[config.mk]
export PLATFORM = sky130hd
export DESIGN_NAME = imm_disp_collect
export DESIGN_NICKNAME = d
export VERILOG_FILES = /design/src/rtl/imm_disp_collect.sv
export SDC_FILE = /design/constraint.sdc
export NUM_CORES = 1
export LEC_CHECK = 0
export ABC_AREA = 1
export CAP_MARGIN = 25
export CORE_UTILIZATION = 25
export DETAILED_ROUTE_END_ITERATION = 8
export DONT_BUFFER_PORTS = 1
export PLACE_DENSITY = 0.4
export SKIP_LAST_GASP = 1
export SYNTH_ARGS = -nofsm -noshare
export SYNTH_HDL_FRONTEND = slang
export SYNTH_SLANG_ARGS = --single-unit
[constraint.sdc]
create_clock -name clk -period 2.2 [get_ports clk]
set_input_delay 0.22 -clock clk [delete_from_list [all_inputs] [get_ports clk]]
set_output_delay 0.22 -clock clk [all_outputs]
set_load 0.03 [all_outputs]
[src/rtl/imm_disp_collect.sv]
// imm_disp_collect
//   Gathers the displacement and immediate bytes of one instruction from the
//   instruction-queue byte stream. It packs them, first byte highest, into a
//   64-bit field and holds that field until the downstream separator takes it.
//
// Ports
//   clk, reset         : clock; synchronous active-high reset
//   flush              : synchronous abort of any in-flight request
//   start_valid/ready  : request handshake
//   start_disp_bytes   : displacement length (0,1,2,4)
//   start_imm_bytes    : immediate length (0,1,2,4,6)
//   byte_valid/count   : offered byte-stream bytes (1..4); first byte in data[31:24]
//   byte_data          : offered bytes
//   byte_consumed      : bytes taken this cycle (combinational)
//   out_valid/ready    : result handshake
//   out_displace_n_imm : packed displacement then immediate, first byte in [63:56]
//   out_disp_bytes     : latched displacement length
//   out_imm_bytes      : latched immediate length
//   err_illegal        : one-cycle pulse for a rejected request
module imm_disp_collect (
  input  logic        clk,
  input  logic        reset,
  input  logic        flush,
  input  logic        start_valid,
  output logic        start_ready,
  input  logic [3:0]  start_disp_bytes,
  input  logic [3:0]  start_imm_bytes,
  input  logic        byte_valid,
  input  logic [2:0]  byte_count,
  input  logic [31:0] byte_data,
  output logic [2:0]  byte_consumed,
  output logic        out_valid,
  input  logic        out_ready,
  output logic [63:0] out_displace_n_imm,
  output logic [3:0]  out_disp_bytes,
  output logic [3:0]  out_imm_bytes,
  output logic        err_illegal
);

  localparam logic [1:0] IDLE    = 2'd0;
  localparam logic [1:0] COLLECT = 2'd1;
  localparam logic [1:0] HOLD    = 2'd2;

  logic [1:0]  state_r;
  logic [3:0]  remaining_r;
  logic [3:0]  filled_r;
  logic        accept_s;
  logic        req_ok_s;
  logic [4:0]  total_s;
  logic        offered_s;
  logic [63:0] acc_merge_s;

  function automatic logic disp_legal(input logic [3:0] len);
    case (len)
      4'd0, 4'd1, 4'd2, 4'd4: disp_legal = 1'b1;
      default:                disp_legal = 1'b0;
    endcase
  endfunction

  function automatic logic imm_legal(input logic [3:0] len);
    case (len)
      4'd0, 4'd1, 4'd2, 4'd4, 4'd6: imm_legal = 1'b1;
      default:                      imm_legal = 1'b0;
    endcase
  endfunction

  // Request handshake and legality decode.
  always_comb begin
    start_ready = 1'b0;
    if (!reset && state_r == IDLE) begin
      start_ready = 1'b1;
    end else begin
      start_ready = 1'b0;
    end
    // flush in IDLE suppresses acceptance even though start_ready is shown
    accept_s = start_valid & start_ready & ~flush;
    total_s  = {1'b0, start_disp_bytes} + {1'b0, start_imm_bytes};
    req_ok_s = disp_legal(start_disp_bytes) & imm_legal(start_imm_bytes) & (total_s <= 5'd8);
  end

  // Byte consumption: min(offered, remaining) while collecting.
  always_comb begin
    byte_consumed = 3'd0;
    offered_s     = byte_valid && (byte_count != 3'd0) && (byte_count <= 3'd4);
    if (!reset && !flush && state_r == COLLECT && offered_s) begin
      if ({1'b0, byte_count} < remaining_r) begin
        byte_consumed = byte_count;
      end else begin
        // remaining_r <= byte_count <= 4 here, so the low bits hold it
        byte_consumed = remaining_r[2:0];
      end
    end else begin
      byte_consumed = 3'd0;
    end
  end

  // Merge consumed byte k into accumulator slot filled+k.
  always_comb begin
    acc_merge_s = out_displace_n_imm;
    for (int p = 0; p < 8; p++) begin
      for (int k = 0; k < 4; k++) begin
        if ((3'(k) < byte_consumed) && (filled_r + 4'(k) == 4'(p))) begin
          acc_merge_s[63-8*p -: 8] = byte_data[31-8*k -: 8];
        end else begin
          acc_merge_s[63-8*p -: 8] = acc_merge_s[63-8*p -: 8];
        end
      end
    end
  end

  // Control FSM and output registers.
  always_ff @(posedge clk) begin
    if (reset || flush) begin
      state_r            <= IDLE;
      out_valid          <= 1'b0;
      err_illegal        <= 1'b0;
      out_displace_n_imm <= 64'd0;
      out_disp_bytes     <= 4'd0;
      out_imm_bytes      <= 4'd0;
      remaining_r        <= 4'd0;
      filled_r           <= 4'd0;
    end else begin
      err_illegal <= 1'b0;
      case (state_r)
        IDLE: begin
          if (accept_s && req_ok_s) begin
            out_disp_bytes     <= start_disp_bytes;
            out_imm_bytes      <= start_imm_bytes;
            out_displace_n_imm <= 64'd0;
            remaining_r        <= total_s[3:0];
            filled_r           <= 4'd0;
            if (total_s == 5'd0) begin
              state_r   <= HOLD;
              out_valid <= 1'b1;
            end else begin
              state_r   <= COLLECT;
              out_valid <= 1'b0;
            end
          end else if (accept_s) begin
            err_illegal <= 1'b1;
          end else begin
            state_r <= IDLE;
          end
        end
        COLLECT: begin
          out_displace_n_imm <= acc_merge_s;
          filled_r           <= filled_r + {1'b0, byte_consumed};
          remaining_r        <= remaining_r - {1'b0, byte_consumed};
          if (remaining_r == {1'b0, byte_consumed}) begin
            state_r   <= HOLD;
            out_valid <= 1'b1;
          end else begin
            state_r <= COLLECT;
          end
        end
        HOLD: begin
          if (out_ready) begin
            state_r   <= IDLE;
            out_valid <= 1'b0;
          end else begin
            state_r <= HOLD;
          end
        end
        default: begin
          state_r   <= IDLE;
          out_valid <= 1'b0;
        end
      endcase
    end
  end

endmodule

==> reports/metrics.yaml <==
clk_pin_slew_ns: 0.07
placed_area_um2: 8127
netlist_top_cells_area: "dfxtp_1 (25%), nand2_1 (18%), a21oi_1 (8.1%), nor2_1 (7.6%), o21ai_0 (5.7%)"
dp.cells: 1524
synth_top_cell_by_area: "dfxtp_1"
drt_first_pass_iters: 5
syn_to_final_growth_pct: 36.46
maxCapViolations: 0
slowest_delay_ns: 0.33
h-tree-depth: 3
final_cells: 1568
fin_area_um2: 9310
end_kind: "flop"
syn_area_um2: 6823
finalCritPeriodShare: 1.078
hold_viol: 0
ys_seq_area_frac: 0.2465
critPathMaxFanout: 7
syn-mean-instance-area_um2: 6.180
grt_overflow: 0
die_w_um: 167.2
p_total_mw: 3.402
synth_edf_count: 0
ant_nets: 0
die-area_um2: 27960
power_leakage_nw: 4.040
holdBufCountCts: 0
hpwl_um: 21290
whs_ns: 0.02792
grt_pass1_vias: 7130
fmax_ghz: 0.4215
finalSetupViolCount: 71
yosys_warnings: 0
cts_num_sinks: 84
violations: "negative setup slack"
viasPerCell: 4.883
ir_drop_v: 0.0003189
crit_slowest_cell: "dfxtp_2"
run_status: "finished with violations"
diodes: 0
tightestPinTransition_ns: 0.8059
clk_latency_ns: 0.36
synth_top_area_frac: 0.2465
core-area_um2: 26880
num_vias: 7657
ys_dominant_reg_cell: "dfxtp_1"
root_buffer: "clkbuf_16"
syn_inst: 1104
synth-seq-cells: 84
io_pins: 127
path_cells: "inv_2, ha_4, nand2_2, nand2_2, nand2_4, nand2_4, nand2_4, nand3_4, buf_6, nand2_8, nand2_8, buf_12, nor2_8, buf_6, a21oi_1, nand2_1, nand2_1, a21oi_2"
grt_busiest_layer: "met2"
drv_slew: 0
grt_pass1_wl_um: 43950
grtUsageMet2: 0.3456
slew_headroom: 0.4627
initial_utilization: 0.2539
grtUsageTotal: 0.2093
cp_data_arrival_time_ns: 2.67
cts_buffers: 9
fin_ws_ns: -0.1722
async_flop_share: 0
die_h_um: 167.2
ff2ff_setup_slack_ns: -0.17
rows: 60
clock_path_buffers: 2
grt_max_degree: 78
hold_class: "in2reg"
syn_nets: 1170
drtIter0Drc: 482
criticalPathCategory: "reg2reg"
post_drt_wl_per_cell_um: 18.92
drt-total-wl_um: 29660
routabilityCongestion: 0.8788
synth_cell_types: 42
drive_gt1_frac: 0.2738
critPathLaunchType: "flop"
grt_util_met3: 0.06121
rsz0062_at_grt: "true"
port_buffers: 0
layout.nets: 1288
use_met1: 0.2609
antenna_found_initial: 0
drc: 0
period_needed_ns: 2.372
skew_ns: 0.01083
cpMostUsedCell: "nand2_4"
p_per_area_nw_per_um2: 365.4
critPathRequiredTime_ns: 2.50
cts_tree: "built"
-- state kept, by name, summed over array words and instances (netlist names) --
name,count
out_displace_n_imm,64
filled_r,4
out_disp_bytes,4
out_imm_bytes,4
remaining_r,4
state_r,2
err_illegal,1
out_valid,1
-- cells in the mapped netlist (2+ instances only) --
master	n
nand2_1	329
nor2_1	139
a21oi_1	111
inv_1	91
dfxtp_1	84
o21ai_0	78
nand3_1	62
o211ai_1	46
clkbuf_1	24
ha_1	14
a21oi_2	13
nand4_1	12
nand3_2	10
buf_2	8
nand3b_1	8
nand2_4	7
nor2_8	7
nor2_2	6
nor2_4	6
buf_1	4
inv_2	4
nand3_4	4
nor3_1	4
fa_1	3
nand2_2	3
nand2_8	3
o21ai_1	3
xor2_1	3
buf_12	2
buf_6	2
nor4_1	2
o22ai_1	2
-- layer usage --
metal	vias up	part of all wire	wire, um
li1	3895	-	-
met1	3491	0.43	12860
met2	225	0.46	13740
met3	44	0.077	2269
met4	2	0.024	719
met5	-	0.0023	67
-- cells in the final DEF, fill, tap and decap left out, types with 3 or more instances in the layout --
cell type   count
a21oi_1        84
a21oi_2        39
buf_12         16
buf_4         106
buf_6          21
clkbuf_16      10
clkinvlp_4      5
dfxtp_1        81
dfxtp_2         3
ha_1            8
ha_4            6
inv_1          81
inv_2           9
inv_4           3
nand2_1       307
nand2_2        15
nand2_4        16
nand2_8         5
nand3_1        52
nand3_2        14
nand3_4        10
nand3b_1        8
nand4_1        12
nor2_1        118
nor2_2         15
nor2_4         20
nor2_8          7
nor3_1          4
o211ai_1       46
o21ai_0        65
o21ai_1        10
o21ai_2         6
xor2_1          3
-- critical path, delay by kind of cell, from the launching register on --
| family | cells | cell delay [ns] |
|---|---|---|
| and+or+nand+nor | 11 | 1.09 |
| buffers and inverters | 4 | 0.49 |
| DFF | 1 | 0.33 |
| adders and majority gates | 1 | 0.20 |
| AOI/OAI and AO/OA | 2 | 0.16 |
-- kinds of logic (layout without fill, tap and decap cells) --
| kind of cell | count (synthesis) | count (layout) | synth area share |
|---|---|---|---|
| DFF | 84 | 84 | 0.2465 |
| AOI/OAI and AO/OA | 259 | 259 | 0.2171 |
| buffers and inverters | 137 | 257 | 0.08436 |
| and+or+nand+nor | 603 | 606 | 0.4124 |
| xor gates and xnor gates | 4 | 4 | 0.005136 |
| adders and majority gates | 17 | 17 | 0.03448 |
-- where the power goes --
group	leakage [nW]	internal (mW)	switching (mW)
Combinational	3.23	0.122	0.205
Sequential	0.678	1.52	0.00339
Clock	0.134	0.828	0.723
Total	4.04	2.47	0.931
-- path summary, 6_finish.rpt --
kind                            start                endpoint  depth (start not counted)
setup / recovery       remaining_r[1]  out_displace_n_imm[33]                         18
hold / removal    start_disp_bytes[1]       out_disp_bytes[1]                          2
setup reg to reg       remaining_r[1]  out_displace_n_imm[33]                         18
hold reg to reg        remaining_r[2]          remaining_r[2]                          3
-- cell type report --
cell class,instances,area [um^2]
Clock buffer,11,252.7
Multi-Input combinational cell,886,5141
Timing Repair Buffer,145,1393
Fill cell,2961,17570
Sequential cell,84,1685
Tap cell,341,426.7
Inverter,96,375.4
Clock inverter,5,36.28
-- stage by stage --
stage	setup TNS, ns	setup slack [ns]	utilization
finish	-7.526	-0.1722	0.3464
global route	-17.95	-0.3128	0.3464
CTS	-6.826	-0.1493	0.3261
detailed placement	-11.10	-0.2005	0.3024
global placement	-8.481	-0.1574	0.3024
floorplan	-0.4614	-0.1127	-
-- timing repair --
action / CTS / global route
pin swaps: 26 / 61
buffers inserted: 16 / 11
setup endpoints to repair: 70 / 74
resized for setup: 48 / 108
cloned: 1 / 3
(Power assumes the default switching activity.)
